File: config.mk
export PLATFORM = sky130hd
export DESIGN_NAME = epl_write_demux_sub
export DESIGN_NICKNAME = d
export VERILOG_FILES = /design/src/rtl/epl_write_demux_sub_pkg.sv /design/src/rtl/epl_write_demux_sub_col_scatter.sv /design/src/rtl/epl_write_demux_sub.sv
export SDC_FILE = /design/constraint.sdc
export NUM_CORES = 1
export LEC_CHECK = 0
export ABC_AREA = 1
export CORE_MARGIN = 5
export CORE_UTILIZATION = 45
export DETAILED_ROUTE_END_ITERATION = 16
export GPL_TIMING_DRIVEN = 0
export PLACE_DENSITY = 0.9
export SYNTH_ARGS = -nofsm -noshare
export SYNTH_HDL_FRONTEND = slang
export SYNTH_SLANG_ARGS = --single-unit
File: constraint.sdc
create_clock -name pClk_i -period 1.6 [get_ports pClk_i]
set_input_delay 0.32 -clock pClk_i [delete_from_list [all_inputs] [get_ports pClk_i]]
set_output_delay 0.32 -clock pClk_i [all_outputs]
set_load 0.03 [all_outputs]
File: src/rtl/epl_write_demux_sub_pkg.sv
// Shared widths, select codes, FSM encoding and the column gather helper
// for the EPL write demultiplexer.
package epl_write_demux_sub_pkg;

  localparam int COLUMN      = 14;
  localparam int TWORD_WIDTH = 7;
  localparam int ADDR_AYO    = 2;

  localparam logic [ADDR_AYO-1:0] SEL_EVEN = 2'b01;
  localparam logic [ADDR_AYO-1:0] SEL_ODD  = 2'b10;

  typedef enum logic [2:0] {
    ST_IDLE   = 3'd0,
    ST_SETUP  = 3'd1,
    ST_PULSE  = 3'd2,
    ST_HOLD   = 3'd3,
    ST_VERIFY = 3'd4,
    ST_DONE   = 3'd5
  } wr_state_e;

  function automatic logic sel_valid(input logic [ADDR_AYO-1:0] sel);
    return (sel == SEL_EVEN) || (sel == SEL_ODD);
  endfunction

  // Inverse of the column scatter: pick the word bits back out of a column vector.
  function automatic logic [TWORD_WIDTH-1:0] col_gather(input logic [COLUMN-1:0]   col,
                                                        input logic [ADDR_AYO-1:0] sel);
    logic [TWORD_WIDTH-1:0] word;
    word = '0;
    case (sel)
      SEL_EVEN: for (int i = 0; i < TWORD_WIDTH; i++) word[i] = col[2*i];
      SEL_ODD:  for (int i = 0; i < TWORD_WIDTH; i++) word[i] = col[2*i+1];
      default:  word = '0;
    endcase
    return word;
  endfunction

endpackage

File: src/rtl/epl_write_demux_sub_col_scatter.sv
// epl_col_scatter: spreads a 7-bit word onto the even or odd columns of the
// 14-column array; unselected columns and invalid selects give zero.
module epl_col_scatter
  import epl_write_demux_sub_pkg::*;
(
  input  logic [TWORD_WIDTH-1:0] i_word,
  input  logic [ADDR_AYO-1:0]    i_sel,
  output logic [COLUMN-1:0]      o_col
);

  // Bit i lands on column 2i (even group) or 2i+1 (odd group).
  always_comb begin
    o_col = '0;
    case (i_sel)
      SEL_EVEN: for (int i = 0; i < TWORD_WIDTH; i++) o_col[2*i]   = i_word[i];
      SEL_ODD:  for (int i = 0; i < TWORD_WIDTH; i++) o_col[2*i+1] = i_word[i];
      default:  o_col = '0;
    endcase
  end

endmodule

File: src/rtl/epl_write_demux_sub.sv
// EPL write demultiplexer: sequences setup / enable pulse / hold for one word
// onto a column group. Optional read-back check enabled by EPL_WR_VERIFY_EN.
module epl_write_demux_sub
  import epl_write_demux_sub_pkg::*;
#(
  parameter int unsigned SETUP_CYC  = 1,
  parameter int unsigned WPULSE_CYC = 4
) (
  input  logic                   pClk_i,
  input  logic                   nRst_i,
  input  logic                   pWrite01_i,
  input  logic [TWORD_WIDTH-1:0] pDi_i,
  input  logic [ADDR_AYO-1:0]    pAcy2_i,
  input  logic [COLUMN-1:0]      pDto_i,
  output logic [COLUMN-1:0]      pDti_o,
  output logic [COLUMN-1:0]      pCwe_o,
  output logic                   pWbusy_o,
  output logic                   pWrite1_o,
  output logic                   pWerr_o
);

  localparam logic [3:0] LP_SETUP_LD  = 4'(SETUP_CYC - 1);
  localparam logic [3:0] LP_PULSE_LD  = 4'(WPULSE_CYC - 1);
  localparam logic [6:0] LP_ALL_ONES  = 7'h7F;

  wr_state_e              r_state;
  wr_state_e              w_state_nxt;
  logic [3:0]             r_cnt;
  logic [3:0]             w_cnt_nxt;
  logic [TWORD_WIDTH-1:0] r_word;
  logic [ADDR_AYO-1:0]    r_sel;
  logic [TWORD_WIDTH-1:0] w_word_src;
  logic [ADDR_AYO-1:0]    w_sel_src;
  logic [COLUMN-1:0]      w_col_data;
  logic [COLUMN-1:0]      w_col_en;
  logic                   w_accept;
  logic                   w_reject;
  logic                   w_drive_nxt;
  logic                   w_verr;
  logic [COLUMN-1:0]      w_dti_nxt;
  logic [COLUMN-1:0]      w_cwe_nxt;
  logic                   w_done_nxt;
  logic                   w_err_nxt;

  // In IDLE the outputs for the first SETUP cycle come straight from the request.
  always_comb begin
    if (r_state == ST_IDLE) begin
      w_word_src = pDi_i;
      w_sel_src  = pAcy2_i;
    end else begin
      w_word_src = r_word;
      w_sel_src  = r_sel;
    end
  end

  epl_col_scatter u_scatter_data (
    .i_word (w_word_src),
    .i_sel  (w_sel_src),
    .o_col  (w_col_data)
  );

  epl_col_scatter u_scatter_en (
    .i_word (LP_ALL_ONES),
    .i_sel  (w_sel_src),
    .o_col  (w_col_en)
  );

`ifdef EPL_WR_VERIFY_EN
  // Read-back mismatch, meaningful only while in VERIFY.
  always_comb begin
    w_verr = (col_gather(pDto_i, r_sel) != r_word);
  end
`else
  logic w_unused_dto;
  assign w_unused_dto = ^pDto_i;
  assign w_verr       = 1'b0;
`endif

  // Next-state and down-counter sequencing.
  always_comb begin
    w_state_nxt = r_state;
    w_cnt_nxt   = r_cnt;
    w_accept    = 1'b0;
    w_reject    = 1'b0;
    case (r_state)
      ST_IDLE: begin
        if (pWrite01_i) begin
          if (sel_valid(pAcy2_i)) begin
            w_accept    = 1'b1;
            w_state_nxt = ST_SETUP;
            w_cnt_nxt   = LP_SETUP_LD;
          end else begin
            w_reject    = 1'b1;
          end
        end else begin
          w_state_nxt = ST_IDLE;
        end
      end
      ST_SETUP: begin
        if (r_cnt == 4'd0) begin
          w_state_nxt = ST_PULSE;
          w_cnt_nxt   = LP_PULSE_LD;
        end else begin
          w_cnt_nxt   = r_cnt - 4'd1;
        end
      end
      ST_PULSE: begin
        if (r_cnt == 4'd0) begin
          w_state_nxt = ST_HOLD;
          w_cnt_nxt   = 4'd0;
        end else begin
          w_cnt_nxt   = r_cnt - 4'd1;
        end
      end
      ST_HOLD: begin
`ifdef EPL_WR_VERIFY_EN
        w_state_nxt = ST_VERIFY;
`else
        w_state_nxt = ST_DONE;
`endif
      end
      ST_VERIFY: w_state_nxt = ST_DONE;
      ST_DONE:   w_state_nxt = ST_IDLE;
      default: begin
        w_state_nxt = ST_IDLE;
        w_cnt_nxt   = 4'd0;
      end
    endcase
  end

  // Output values for the cycle about to start, so every output is a flop.
  always_comb begin
    w_drive_nxt = (w_state_nxt == ST_SETUP) || (w_state_nxt == ST_PULSE) ||
                  (w_state_nxt == ST_HOLD)  || (w_state_nxt == ST_VERIFY);
    w_dti_nxt   = w_drive_nxt ? w_col_data : '0;
    w_cwe_nxt   = (w_state_nxt == ST_PULSE) ? w_col_en : '0;
    w_done_nxt  = (w_state_nxt == ST_DONE) || w_reject;
    w_err_nxt   = w_reject || ((r_state == ST_VERIFY) && w_verr);
  end

  // State, counter, latched request and registered outputs.
  always_ff @(posedge pClk_i or negedge nRst_i) begin
    if (!nRst_i) begin
      r_state   <= ST_IDLE;
      r_cnt     <= 4'd0;
      r_word    <= '0;
      r_sel     <= '0;
      pDti_o    <= '0;
      pCwe_o    <= '0;
      pWbusy_o  <= 1'b0;
      pWrite1_o <= 1'b0;
      pWerr_o   <= 1'b0;
    end else begin
      r_state   <= w_state_nxt;
      r_cnt     <= w_cnt_nxt;
      if (w_accept) begin
        r_word  <= pDi_i;
        r_sel   <= pAcy2_i;
      end else begin
        r_word  <= r_word;
        r_sel   <= r_sel;
      end
      pDti_o    <= w_dti_nxt;
      pCwe_o    <= w_cwe_nxt;
      pWbusy_o  <= w_drive_nxt;
      pWrite1_o <= w_done_nxt;
      pWerr_o   <= w_err_nxt;
    end
  end

endmodule

==> impl_metrics.yaml, run 1 <==
route:
  wirelength_um: 3320
  detail_route.first_pass.iterations: 5
  routed_via_density: 4.56
  wl_met1_um: 1320
  vias: 1328
  final_antenna_net_count: 0
  first_iter_violations: 76
  dr.max_layer_used: "met4"
  drc: 0
  wl_met3_um: 214
  routedWlPerCell_um: 11.4
  wl_met2_um: 1670
clock_network:
  cts.sinks: 35
  cts_root_buf: "clkbuf_8"
  cts_tree: "built"
  cts_hold_buffers: 0
  htreeDepth: 2
  clk_pin_slew_ns: 0.07
  insertion_delay_ns: 0.29
  cts_buffers: 5
  cts_max_path_buffers: 2
die:
  num_rows: 22
  chipHeight_um: 71.0
  die_w_um: 71.0
  pin_count: 57
  fp.coreArea_sq_um: 3630
  dieArea_sq_um: 5050
  initial_core_util_pct: 46.1
power:
  p_sw_mw: 2.17
  p_int_mw: 2.41
  finalPower_mw: 4.58
  peakVddDrop_mv: 0.736
  power_frac_comb_pct: 55.8
  power.density_nw_per_um2: 2050
  switching_share_pct: 47.4
  power_frac_seq_pct: 30.8
  p_leak_nw: 1.24
  p_clk_share_pct: 13.4
setup_path:
  setup.worst_path.start_class: "register"
  criticalPathCategory: "register to output port"
  reg2reg_slack_ns: 0.10
  crit_arrival_ns: 1.23
  required_ns: 1.28
  worst_setup_path_end_kind: "output port"
  path_max_fanout: 7
placed_design:
  place_congestion: 0.809
  place_ws_ns: -0.346
  io_buffer_count: 42
  dp_hpwl_um: 2550
sta:
  maxSlewViolCount: 0
  fmaxAchievable_ghz: 0.645
  finalWorstPathRequiredPeriod_ns: 1.55
  clock-skew-final_ns: 0.00668
  max-slew-margin-rel_pct: 50.7
  worst_slack_ns: 0.0506
  setup_viol: 0
  period_share_pct: 96.8
  hold_viol_final: 0
  worst_pin_slew_ns: 0.740
synth:
  yosys_warnings: 0
  mappedNetlistNets: 217
  ys.flop_type: "dfrtp_1"
  synth-edff-count: 0
  synthArstFlopShare_pct: 100
  syn-instance-count: 191
  ys_types: 24
  yosysSeqAreaShare_pct: 52.2
  synth-seq-cells: 35
  synth_top_cell_by_area: "dfrtp_1"
  syn_area_sq_um: 1680
  ys_top_cells_by_area: "dfrtp_1, nand2_1, buf_4"
  yosys.cell_count.top_type: "nand2_1"
  synth_commonest_cells: "nand2_1, dfrtp_1, nor2_1, inv_1, o21ai_0"
  syn_avg_cell_area_sq_um: 8.78
  yosysTopAreaCellShare_pct: 52.2
hold_path:
  hold_path.class: "primary input to asynchronous set/reset pin"
grt:
  grt_overflow: 0
  antenna_found_initial: 0
  grt_use_total_pct: 14.3
  grt_max_degree: 36
  first_global_vias: 1263
  grt_pass1_wl_um: 5730
outcome:
  status: "complete, no violations"
layout:
  area_delta_synth_final_pct: 33.1
  nets: 268
  drive_above_1_share_pct: 22.2
  num_antenna_cells: 0
flow_run:
  maxCapViolations: 0
## worst max-delay path, cell delays in order (launching register included)
cell             delay, ns
dfrtp_1               0.45
buf_4                 0.14
clkdlybuf4s15_1       0.35
## area by class of cell
type,instances,area [sq um]
Inverter,24,90.1
Tap cell,48,60.1
Timing Repair Buffer,44,395
Buffer,15,111
Sequential cell,35,877
Fill cell,324,1400
Clock buffer,6,72.6
Clock inverter,2,12.5
Multi-Input combinational cell,117,613
## placed cells by master (no fill, tap or decap)
| cell type | n |
|---|---|
| nand3_4 | 1 |
| clkbuf_8 | 5 |
| nor2_2 | 10 |
| nor2_1 | 24 |
| clkinvlp_4 | 1 |
| nand2_2 | 2 |
| o21bai_1 | 1 |
| dlymetal6s2s_1 | 3 |
| inv_2 | 1 |
| buf_6 | 1 |
| clkdlybuf4s15_1 | 8 |
| nand3_1 | 4 |
| o21ai_0 | 11 |
| clkbuf_2 | 4 |
| buf_2 | 3 |
| a21boi_0 | 1 |
| or2_2 | 1 |
| a21oi_1 | 8 |
| inv_1 | 23 |
| dlygate4sd2_1 | 18 |
| nand3_2 | 1 |
| a31oi_1 | 1 |
| clkinv_2 | 1 |
| clkdlybuf4s50_1 | 8 |
| dfrtp_2 | 1 |
| nand2_1 | 42 |
| buf_4 | 14 |
| dfrtp_1 | 34 |
| o21ai_2 | 2 |
| xnor2_4 | 1 |
| o21ai_1 | 2 |
| nand2_4 | 1 |
| nor2_4 | 3 |
| clkbuf_1 | 1 |
| nor2_8 | 1 |
## worst paths after layout
check	depth (start not counted)	endpoint	start
max in group asynchronous	1	r_state[1]	nRst_i
worst min register to register	2	r_word[1]	r_word[1]
worst min-delay path	1	pWbusy_o	nRst_i
worst max register to register	9	pDti_o[13]	r_state[1]
worst max-delay path	2	pCwe_o[10]	pCwe_o[12]
min in group pClk_i	3	r_sel[1]	pAcy2_i[1]
## metrics by stage
| step | setup TNS [ns] | hold WS (ns) | area [sq um] | cells | util, % |
|---|---|---|---|---|---|
| global route | -0.0307 | 0.149 | 2230 | 291 | 61.4 |
| finish | 0 | 0.0941 | 2230 | 291 | 61.4 |
| CTS | 0 | 0.113 | 2220 | 290 | 61.1 |
| floorplan | 0 | 0.0244 | 1680 | 191 | - |
| global placement | -20.77 | 0.507 | 2160 | 281 | 59.4 |
| detailed placement | -5.84 | 0.431 | 2150 | 281 | 59.2 |
## sequential cells by signal (all words and copies together) (netlist names)
register / count
pWerr_o: 1
r_sel: 2
r_cnt: 4
pDti_o: 14
r_state: 3
pWbusy_o: 1
r_word: 7
pWrite1_o: 1
pCwe_o: 2
## power groups by stage
stage / Sequential, mW / Combinational (mW) / Clock [mW]
global route: 1.46 / 2.82 / 0.670
CTS: 1.41 / 2.52 / 0.634
global placement: 1.42 / 2.57 / 0
floorplan: 1.77 / 1.53 / 0
finish: 1.41 / 2.55 / 0.616
detailed placement: 1.43 / 2.66 / 0
## cell families after synthesis
family	after synthesis	synth area share, %
simple gates	90	26.2
flops	35	52.2
compound gates	26	8.58
buf+inv	39	12.0
xor+xnor	1	0.970
## repair_timing
| action | 4_1_cts | 5_1_grt |
|---|---|---|
| pin swaps | 1 | 3 |
| setup buffers | 1 | 1 |
| resized for setup | 31 | 23 |
| endpoints found under the setup margin | 39 | 29 |
## metal layers
| layer | global-route usage [%] | up-vias |
|---|---|---|
| met2 | 23.7 | 45 |
| li1 | - | 673 |
| met3 | 3.13 | 11 |
| met1 | 16.8 | 599 |
| met4 | 8.56 | 0 |
| met5 | 0 | - |
Power figures use the tool's default switching activity.
==> run 2: changes to the inputs <==
- CORE_UTILIZATION: 45 -> 41
- PLACE_DENSITY: 0.9 -> 0.87
- clock period: 1.6 -> 1.4 ns (I/O delays scaled with it)
==> run 2 against run 1 <==
- the run now ends with setup timing left
- critical path depth increased by 6
- global-route usage increased by 1.9 points
- sequential power increased by 18%
- largest power group unchanged
- largest cell class unchanged
==> impl_metrics.yaml, run 2 (same netlist as run 1, synthesis figures left out) <==
outcome:
  status: "complete, but fails checks"
  failed_checks: "setup timing"
route:
  first_iter_violations: 98
  wirelength_um: 4570
  routed_via_density: 4.83
  detail_route.first_pass.iterations: 4
  final_antenna_net_count: 0
  drc: 0
  vias: 1501
  routedWlPerCell_um: 14.7
sta:
  finalWorstPathRequiredPeriod_ns: 1.59
  rsz0062_at_grt: "true"
  fmaxAchievable_ghz: 0.627
  setup_viol: 25
  max-slew-margin-rel_pct: 49.6
  hold_viol_final: 0
  worst_pin_slew_ns: 0.755
  maxSlewViolCount: 0
  whs_ns: 0.0452
  clock-skew-final_ns: 0.00975
  period_share_pct: 114
  worst_slack_ns: -0.194
clock_network:
  cts_max_path_buffers: 2
  clk_pin_slew_ns: 0.08
  cts_hold_buffers: 0
  cts_root_buf: "clkbuf_8"
  htreeDepth: 2
  insertion_delay_ns: 0.30
  cts_buffers: 5
  cts_tree: "built"
  cts.sinks: 35
placed_design:
  dp_hpwl_um: 2500
  io_buffer_count: 42
  place_congestion: 0.832
  place_inst: 283
  place_ws_ns: -0.493
setup_path:
  crit_arrival_ns: 1.79
  r2r_cells: 8
  reg2reg_slack_ns: -0.19
  required_ns: 1.59
  r2r_end: "pWbusy_o"
  criticalPathCategory: "register to register"
  worst_setup_path_end_kind: "register"
  r2r-start: "r_state[1]"
  path_max_fanout: 5
  setup.worst_path.start_class: "register"
die:
  dieArea_sq_um: 5470
  initial_core_util_pct: 42.2
  fp.coreArea_sq_um: 3970
  die_w_um: 73.9
  chipHeight_um: 73.9
  pin_count: 57
  num_rows: 23
layout:
  drive_above_1_share_pct: 44.1
  layout_common_cells: "nand2_1, buf_4, dfrtp_1"
  fin_cells: 311
  final_core_util_pct: 62.7
  final_common_cell: "nand2_1"
  num_antenna_cells: 0
  largest_reg_flops: 14
  top_regs: "pDti_o (14), r_word (7), r_cnt (4)"
  largest-register: "pDti_o"
  nets: 286
  area_delta_synth_final_pct: 48.6
power:
  p_int_mw: 3.48
  switching_share_pct: 48.0
  power_frac_seq_pct: 24.8
  p_leak_nw: 1.33
  power.density_nw_per_um2: 2690
  finalPower_mw: 6.69
  power_frac_comb_pct: 64.2
  p_clk_share_pct: 10.9
  p_sw_mw: 3.21
  peakVddDrop_mv: 0.864
grt:
  first_global_vias: 1407
  grt_overflow: 0
  grt_use_total_pct: 16.2
  antenna_found_initial: 0
  grt_pass1_wl_um: 6610
  grt_max_degree: 36
hold_path:
  hold_path.class: "primary input to asynchronous set/reset pin"
flow_run:
  maxCapViolations: 0
## run 2: changes by cell type in the layout (fill, tap and decap cells not counted), moves of 5 or more
cell and delta:
clkdlybuf4s15_1 -8, nor2_4 +7, inv_1 -5, nand2_2 +8, buf_2 +8, nand2_1 -9, o21ai_0 -8, buf_4 +16
nor2_1 -8
## run 2: power by group through the flow
stage | combinational [mW] | sequential, mW | clock (mW)
4_1_cts | 3.75 | 1.62 | 0.728
5_1_grt | 4.59 | 1.71 | 0.790
2_1_floorplan | 1.75 | 2.02 | 0
3_5_place_dp | 3.03 | 1.64 | 0
6_report | 4.30 | 1.66 | 0.733
3_3_place_gp | 2.95 | 1.62 | 0
## run 2: routing by layer
layer	vias up	part of all wire (%)	wire length, um	track usage, %
met3	12	7.3	333	4.46
met1	717	35	1620	19.0
met2	61	54	2480	28.8
met5	-	0	0	0
met4	0	3.0	135	4.83
li1	711	-	-	-
## run 2: worst max-delay path, stage by stage (launching register included)
cell and delay (ns):
dfrtp_2 0.47, nand2_1 0.18, inv_2 0.09, o21ai_4 0.20, nand3_2 0.12, nand2_4 0.13
buf_12 0.12, buf_8 0.13, inv_1 0.04
## run 2: worst max path at each step
stage	start	end	slack [ns]	cells past startpoint
floorplan	r_cnt[0]	pWbusy_o	0.05	7
global placement	nRst_i	pWerr_o	-0.65	1
detailed placement	pAcy2_i[1]	pWbusy_o	-0.49	8
CTS	r_state[1]	pDti_o[12]	-0.12	9
global route	r_state[1]	pDti_o[10]	-0.29	8
finish	r_state[1]	pWbusy_o	-0.19	8
## run 2: cell type report
type                    count  area, sq um
inverters                  24         92.6
flip-flops and latches     35          882
well taps                  50         62.6
plain buffers              15          121
repair buffers             62          529
clock inverters             3         20.0
fillers                   300         1480
clock buffers               5         68.8
multi-input cells         117          714
## run 2: what timing repair did
action / CTS / global route
pin swaps: 20 / 12
gates resized for setup: 119 / 29
setup endpoints to repair: 56 / 32
gates cloned: 1 / 1
setup buffers: 15 / 5
## run 2: metrics by stage
stage                     setup TNS [ns]  cell area (sq um)
final                              -2.00               2490
after global routing               -4.43               2490
after CTS                         -0.802               2400
after detailed placement          -11.66               2150
after global placement            -33.46               2160
after floorplan                        0               1680
==> run 3: changes to the inputs <==
- MAX_ROUTING_LAYER: not set -> met4
==> run 3 against run 2 <==
- non-clock buffer count did not move
- count of clock-buffer cells in the layout did not move
- largest power group unchanged
- sequential power about the same
- clock skew down 0.0017 ns
- cell count unchanged
- maximum frequency down 0.56%
- sequential cell count did not move
- the flow still finishes with violations (setup timing)
- sequential share of layout area unchanged
- first-iteration DRC count up 2.0%
==> impl_metrics.yaml, run 3 (same netlist as run 1, synthesis figures left out) <==
placed_design:
  io_buffer_count: 42
  place_ws_ns: -0.493
  dp_hpwl_um: 2500
  place_congestion: 0.845
route:
  detail_route.first_pass.iterations: 4
  routedWlPerCell_um: 14.7
  wirelength_um: 4580
  final_antenna_net_count: 0
  first_iter_violations: 100
  vias: 1497
  drc: 0
  routed_via_density: 4.81
layout:
  area_delta_synth_final_pct: 48.6
  final_common_cell: "nand2_1"
  largest_reg_flops: 14
  drive_above_1_share_pct: 44.1
  top_regs: "pDti_o (14), r_word (7), r_cnt (4)"
  nets: 286
  fill_cells: 300
  num_antenna_cells: 0
  largest-register: "pDti_o"
  layout_common_cells: "nand2_1, buf_4, dfrtp_1"
sta:
  worst_slack_ns: -0.203
  rsz0062_at_grt: "true"
  finalWorstPathRequiredPeriod_ns: 1.60
  max-slew-margin-rel_pct: 48.8
  maxSlewViolCount: 0
  setup_viol: 25
  fmaxAchievable_ghz: 0.624
  whs_ns: 0.0471
  hold_viol_final: 0
  period_share_pct: 115
  clock-skew-final_ns: 0.00804
  worst_pin_slew_ns: 0.768
outcome:
  status: "complete, but fails checks"
  failed_checks: "setup timing"
power:
  p_leak_nw: 1.33
  finalPower_mw: 6.69
  peakVddDrop_mv: 0.867
  power.density_nw_per_um2: 2690
clock_network:
  cts_root_buf: "clkbuf_8"
  cts_max_path_buffers: 2
  insertion_delay_ns: 0.30
  cts_buffers: 5
  cts_tree: "built"
  clk_pin_slew_ns: 0.08
  cts.sinks: 35
  htreeDepth: 2
die:
  chipHeight_um: 73.9
  pin_count: 57
  num_rows: 23
  die_w_um: 73.9
  initial_core_util_pct: 42.2
  dieArea_sq_um: 5470
  fp.coreArea_sq_um: 3970
setup_path:
  crit_arrival_ns: 1.80
  setup.worst_path.start_class: "register"
  criticalPathCategory: "register to register"
  worst_setup_path_end_kind: "register"
  path_max_fanout: 5
  required_ns: 1.60
grt:
  grt_max_degree: 36
  grt_use_total_pct: 16.7
  grt_overflow: 0
  first_global_vias: 1411
  antenna_found_initial: 0
  grt_pass1_wl_um: 6610
hold_path:
  hold_path.class: "primary input to asynchronous set/reset pin"
flow_run:
  maxCapViolations: 0
run 3: cell counts in the layout (fill, tap and decap cells not counted):
Identical to the previous run, type by type.
run 3: metal layers:
layer	global-route usage [%]	wire, um	vias up
li1	-	-	710
met1	18.8	1610	715
met2	28.9	2490	56
met3	4.46	337	16
met4	4.83	148	0
met5	-	0	-
run 3: timing repair:
action                                  4_1_cts  5_1_grt
pin swaps                                    20       12
hold endpoints to repair                      0        0
buffers inserted                             15        5
hold buffers                                  0        0
endpoints found under the setup margin       56       32
cloned                                        1        1
gates resized for setup                     119       29
run 3: final timing paths:
| path | slack, ns | start | to | depth (start not counted) |
|---|---|---|---|---|
| min | 0.05 | nRst_i | pWbusy_o | 1 |
| min reg2reg | 0.53 | r_sel[1] | r_sel[1] | 2 |
| min in group pClk_i | 0.46 | pAcy2_i[1] | r_sel[1] | 3 |
| max reg2reg | -0.20 | r_state[1] | pWbusy_o | 8 |
| max | -0.20 | r_state[1] | pWbusy_o | 8 |
| max in group asynchronous | 0.80 | nRst_i | r_state[2] | 1 |
run 3: where the power goes:
part	switching (mW)	internal, mW
sequential	0.235	1.42
combinational	2.58	1.72
clock	0.392	0.346
run 3: through the flow:
| stage | util (%) | setup TNS (ns) | cells | instance area [sq um] |
|---|---|---|---|---|
| 2_1_floorplan | - | 0 | 191 | 1680 |
| 3_3_place_gp | 54.4 | -33.46 | 283 | 2160 |
| 3_5_place_dp | 54.3 | -11.66 | 283 | 2150 |
| 4_1_cts | 60.5 | -0.802 | 307 | 2400 |
| 5_1_grt | 62.7 | -4.35 | 311 | 2490 |
| 6_report | 62.7 | -2.15 | 311 | 2490 |
run 3: cell type report:
type	instances	area [sq um]	share of cell area, %
flip-flops and latches	35	882	35.4
well taps	50	62.6	2.51
inverters	24	92.6	3.72
clock buffers	5	68.8	2.76
multi-input cells	117	714	28.7
clock inverters	3	20.0	0.804
repair buffers	62	529	21.2
plain buffers	15	121	4.87
run 3: critical path: stages, from the launching register on:
cell,delay [ns]
dfrtp_2,0.47
nand2_1,0.18
inv_2,0.09
o21ai_4,0.20
nand3_2,0.12
nand2_4,0.13
buf_12,0.12
buf_8,0.13
inv_1,0.04
==> RTL edit, RTL diff (settings of run 1) <==
The 6 states of `wr_state_e` get a one-hot encoding in 6 bits.
--- a/src/rtl/epl_write_demux_sub_pkg.sv
+++ b/src/rtl/epl_write_demux_sub_pkg.sv
@@ -11,9 +11,9 @@
 
-  typedef enum logic [2:0] {
-    ST_IDLE   = 3'd0,
-    ST_SETUP  = 3'd1,
-    ST_PULSE  = 3'd2,
-    ST_HOLD   = 3'd3,
-    ST_VERIFY = 3'd4,
-    ST_DONE   = 3'd5
+  typedef enum logic [5:0] {
+    ST_IDLE   = 6'b000001,
+    ST_SETUP  = 6'b000010,
+    ST_PULSE  = 6'b000100,
+    ST_HOLD   = 6'b001000,
+    ST_VERIFY = 6'b010000,
+    ST_DONE   = 6'b100000
   } wr_state_e;
Formal check against the unedited RTL: no difference found for any inputs over 10 cycles, from zero or initial values and one cycle with nRst_i low; not proved beyond that.
==> RTL edit against run 1 <==
- the flow now finishes with violations (negative setup slack)
- critical path depth up 7
- critical path type is now flip-flop to flip-flop
- setup slack worse by 0.085 ns
- area after synthesis up 4.0%
- design area up 6.5%
- wire length up 19%
- largest cell class unchanged
- sequential cell count up 3
- fmax down 5.2%
- global-route usage up 0.62 points
Power is not compared: it rests on default switching activity, and its combinational part moved more than twofold at a synthesized area within 25%.
==> RTL edit: results <==
set metrics [dict create \
    slew_headroom_pct 46.4 \
    setup_ws_ns -0.0341 \
    met3_usage_pct 4.02 \
    max-vdd-ir-drop_v 0.00104 \
    cts-root-buf "clkbuf_8" \
    grt_max_degree 39 \
    ys.warnings.count 0 \
    portBuffers 42 \
    dp_slack_ns -0.343 \
    wl_um 3960 \
    grt_pass1_vias 1357 \
    m1WireLength_um 1470 \
    drive_gt1_share_pct 27.6 \
    grt_util_met2_pct 24.4 \
    synthTopCellsByArea "dfrtp_1 53%, nand2_1 9.3%, nor2_1 7.3%, inv_1 5.4%, buf_4 5.2%" \
    hold_path_class "primary input to async pin" \
    antennaDiodeCount 0 \
    post_cts_resize_count 41 \
    status "finished with violations" \
    setup_tns_ns -0.0418 \
    drt_iter0_drc 89 \
    first_pass_iters 4 \
    clkTransAtPathRegs_ns 0.08 \
    async_flop_share_pct 100 \
    critPathMaxFanout 7 \
    post_cts_buffers 0 \
    grt_util_met1_pct 18.2 \
    detail_route.wl_per_cell_um 13.1 \
    cts.htree.levels 2 \
    setup_viol 2 \
    violations "negative setup slack" \
    synth.avg_cell_area_um2 8.76 \
    critical_path_arrival_ns 1.85 \
    wl_met2_um 1990 \
    nets 279 \
    synth_cell_types 25 \
    leakagePower_nw 1.33 \
    clk_latency_ns 0.30 \
    dp.cells 289 \
    hpwl_um 2610 \
    grt_use_total_pct 14.9 \
    fin_skew_ns 0.00589 \
    reg.largest.list "pDti_o x14, r_word x7, r_state x6" \
    antenna_found_initial 0 \
    cts_buffer_depth 2 \
    avgViaCountPerCell 4.81 \
    highest_layer "met4" \
    route.met3.wl_um 367 \
    place_congestion 0.851 \
    syn_nets 225 \
    yosysSeqAreaShare_pct 54.6 \
    grt_pass1_wl_um 6030 \
    synth_common_cells "43 x nand2_1, 37 x dfrtp_1, 34 x nor2_1" \
]
## RTL edit: per-stage QoR
| step | area [um2] | util, % |
|---|---|---|
| 2_1_floorplan | 1740 | - |
| 3_3_place_gp | 2220 | 59.8 |
| 3_5_place_dp | 2220 | 59.7 |
| 4_1_cts | 2300 | 62.0 |
| 5_1_grt | 2380 | 64.0 |
| 6_report | 2380 | 64.0 |
## RTL edit: area by class of cell
class,instances,area (um2)
Fill cell,294,1340
Inverter,27,101
Multi-Input combinational cell,119,657
Timing Repair Buffer,47,375
Sequential cell,38,952
Clock inverter,3,45.0
Buffer,15,118
Clock buffer,5,68.8
Tap cell,48,60.1
## RTL edit: critical path: stages (launching register included)
cell,delay [ns]
dfstp_2,0.56
inv_2,0.06
nor2_4,0.11
nand3_4,0.11
buf_8,0.16
nand2_1,0.07
o21ai_2,0.09
nor2_2,0.15
nand2_4,0.10
nor2_1,0.15
## RTL edit: final timing paths
check	start	to	slack, ns	depth (start not counted)
max reg2reg	r_state[0]	pDti_o[12]	-0.03	9
min reg2reg	r_cnt[3]	r_cnt[3]	0.50	2
max	r_state[0]	pDti_o[12]	-0.03	9
min	nRst_i	r_cnt[1]	0.11	1
max in group asynchronous	nRst_i	r_word[6]	0.98	1
min in group pClk_i	pAcy2_i[0]	r_sel[0]	0.49	3
## RTL edit: cell families after synthesis
family | Yosys count | share of synthesized area (%)
compound gates | 21 | 7.04
buf+inv | 42 | 12.2
other cells | 1 | 0.215
flops | 38 | 54.6
simple gates | 97 | 25.9
## RTL edit: where the power goes
group	total [mW]	internal [mW]	leakage, nW	switching [mW]
Sequential	1.24	1.13	0.508	0.112
Combinational	1.01	0.384	0.775	0.629
Clock	0.814	0.463	0.0504	0.350
Total	3.07	1.98	1.33	1.09
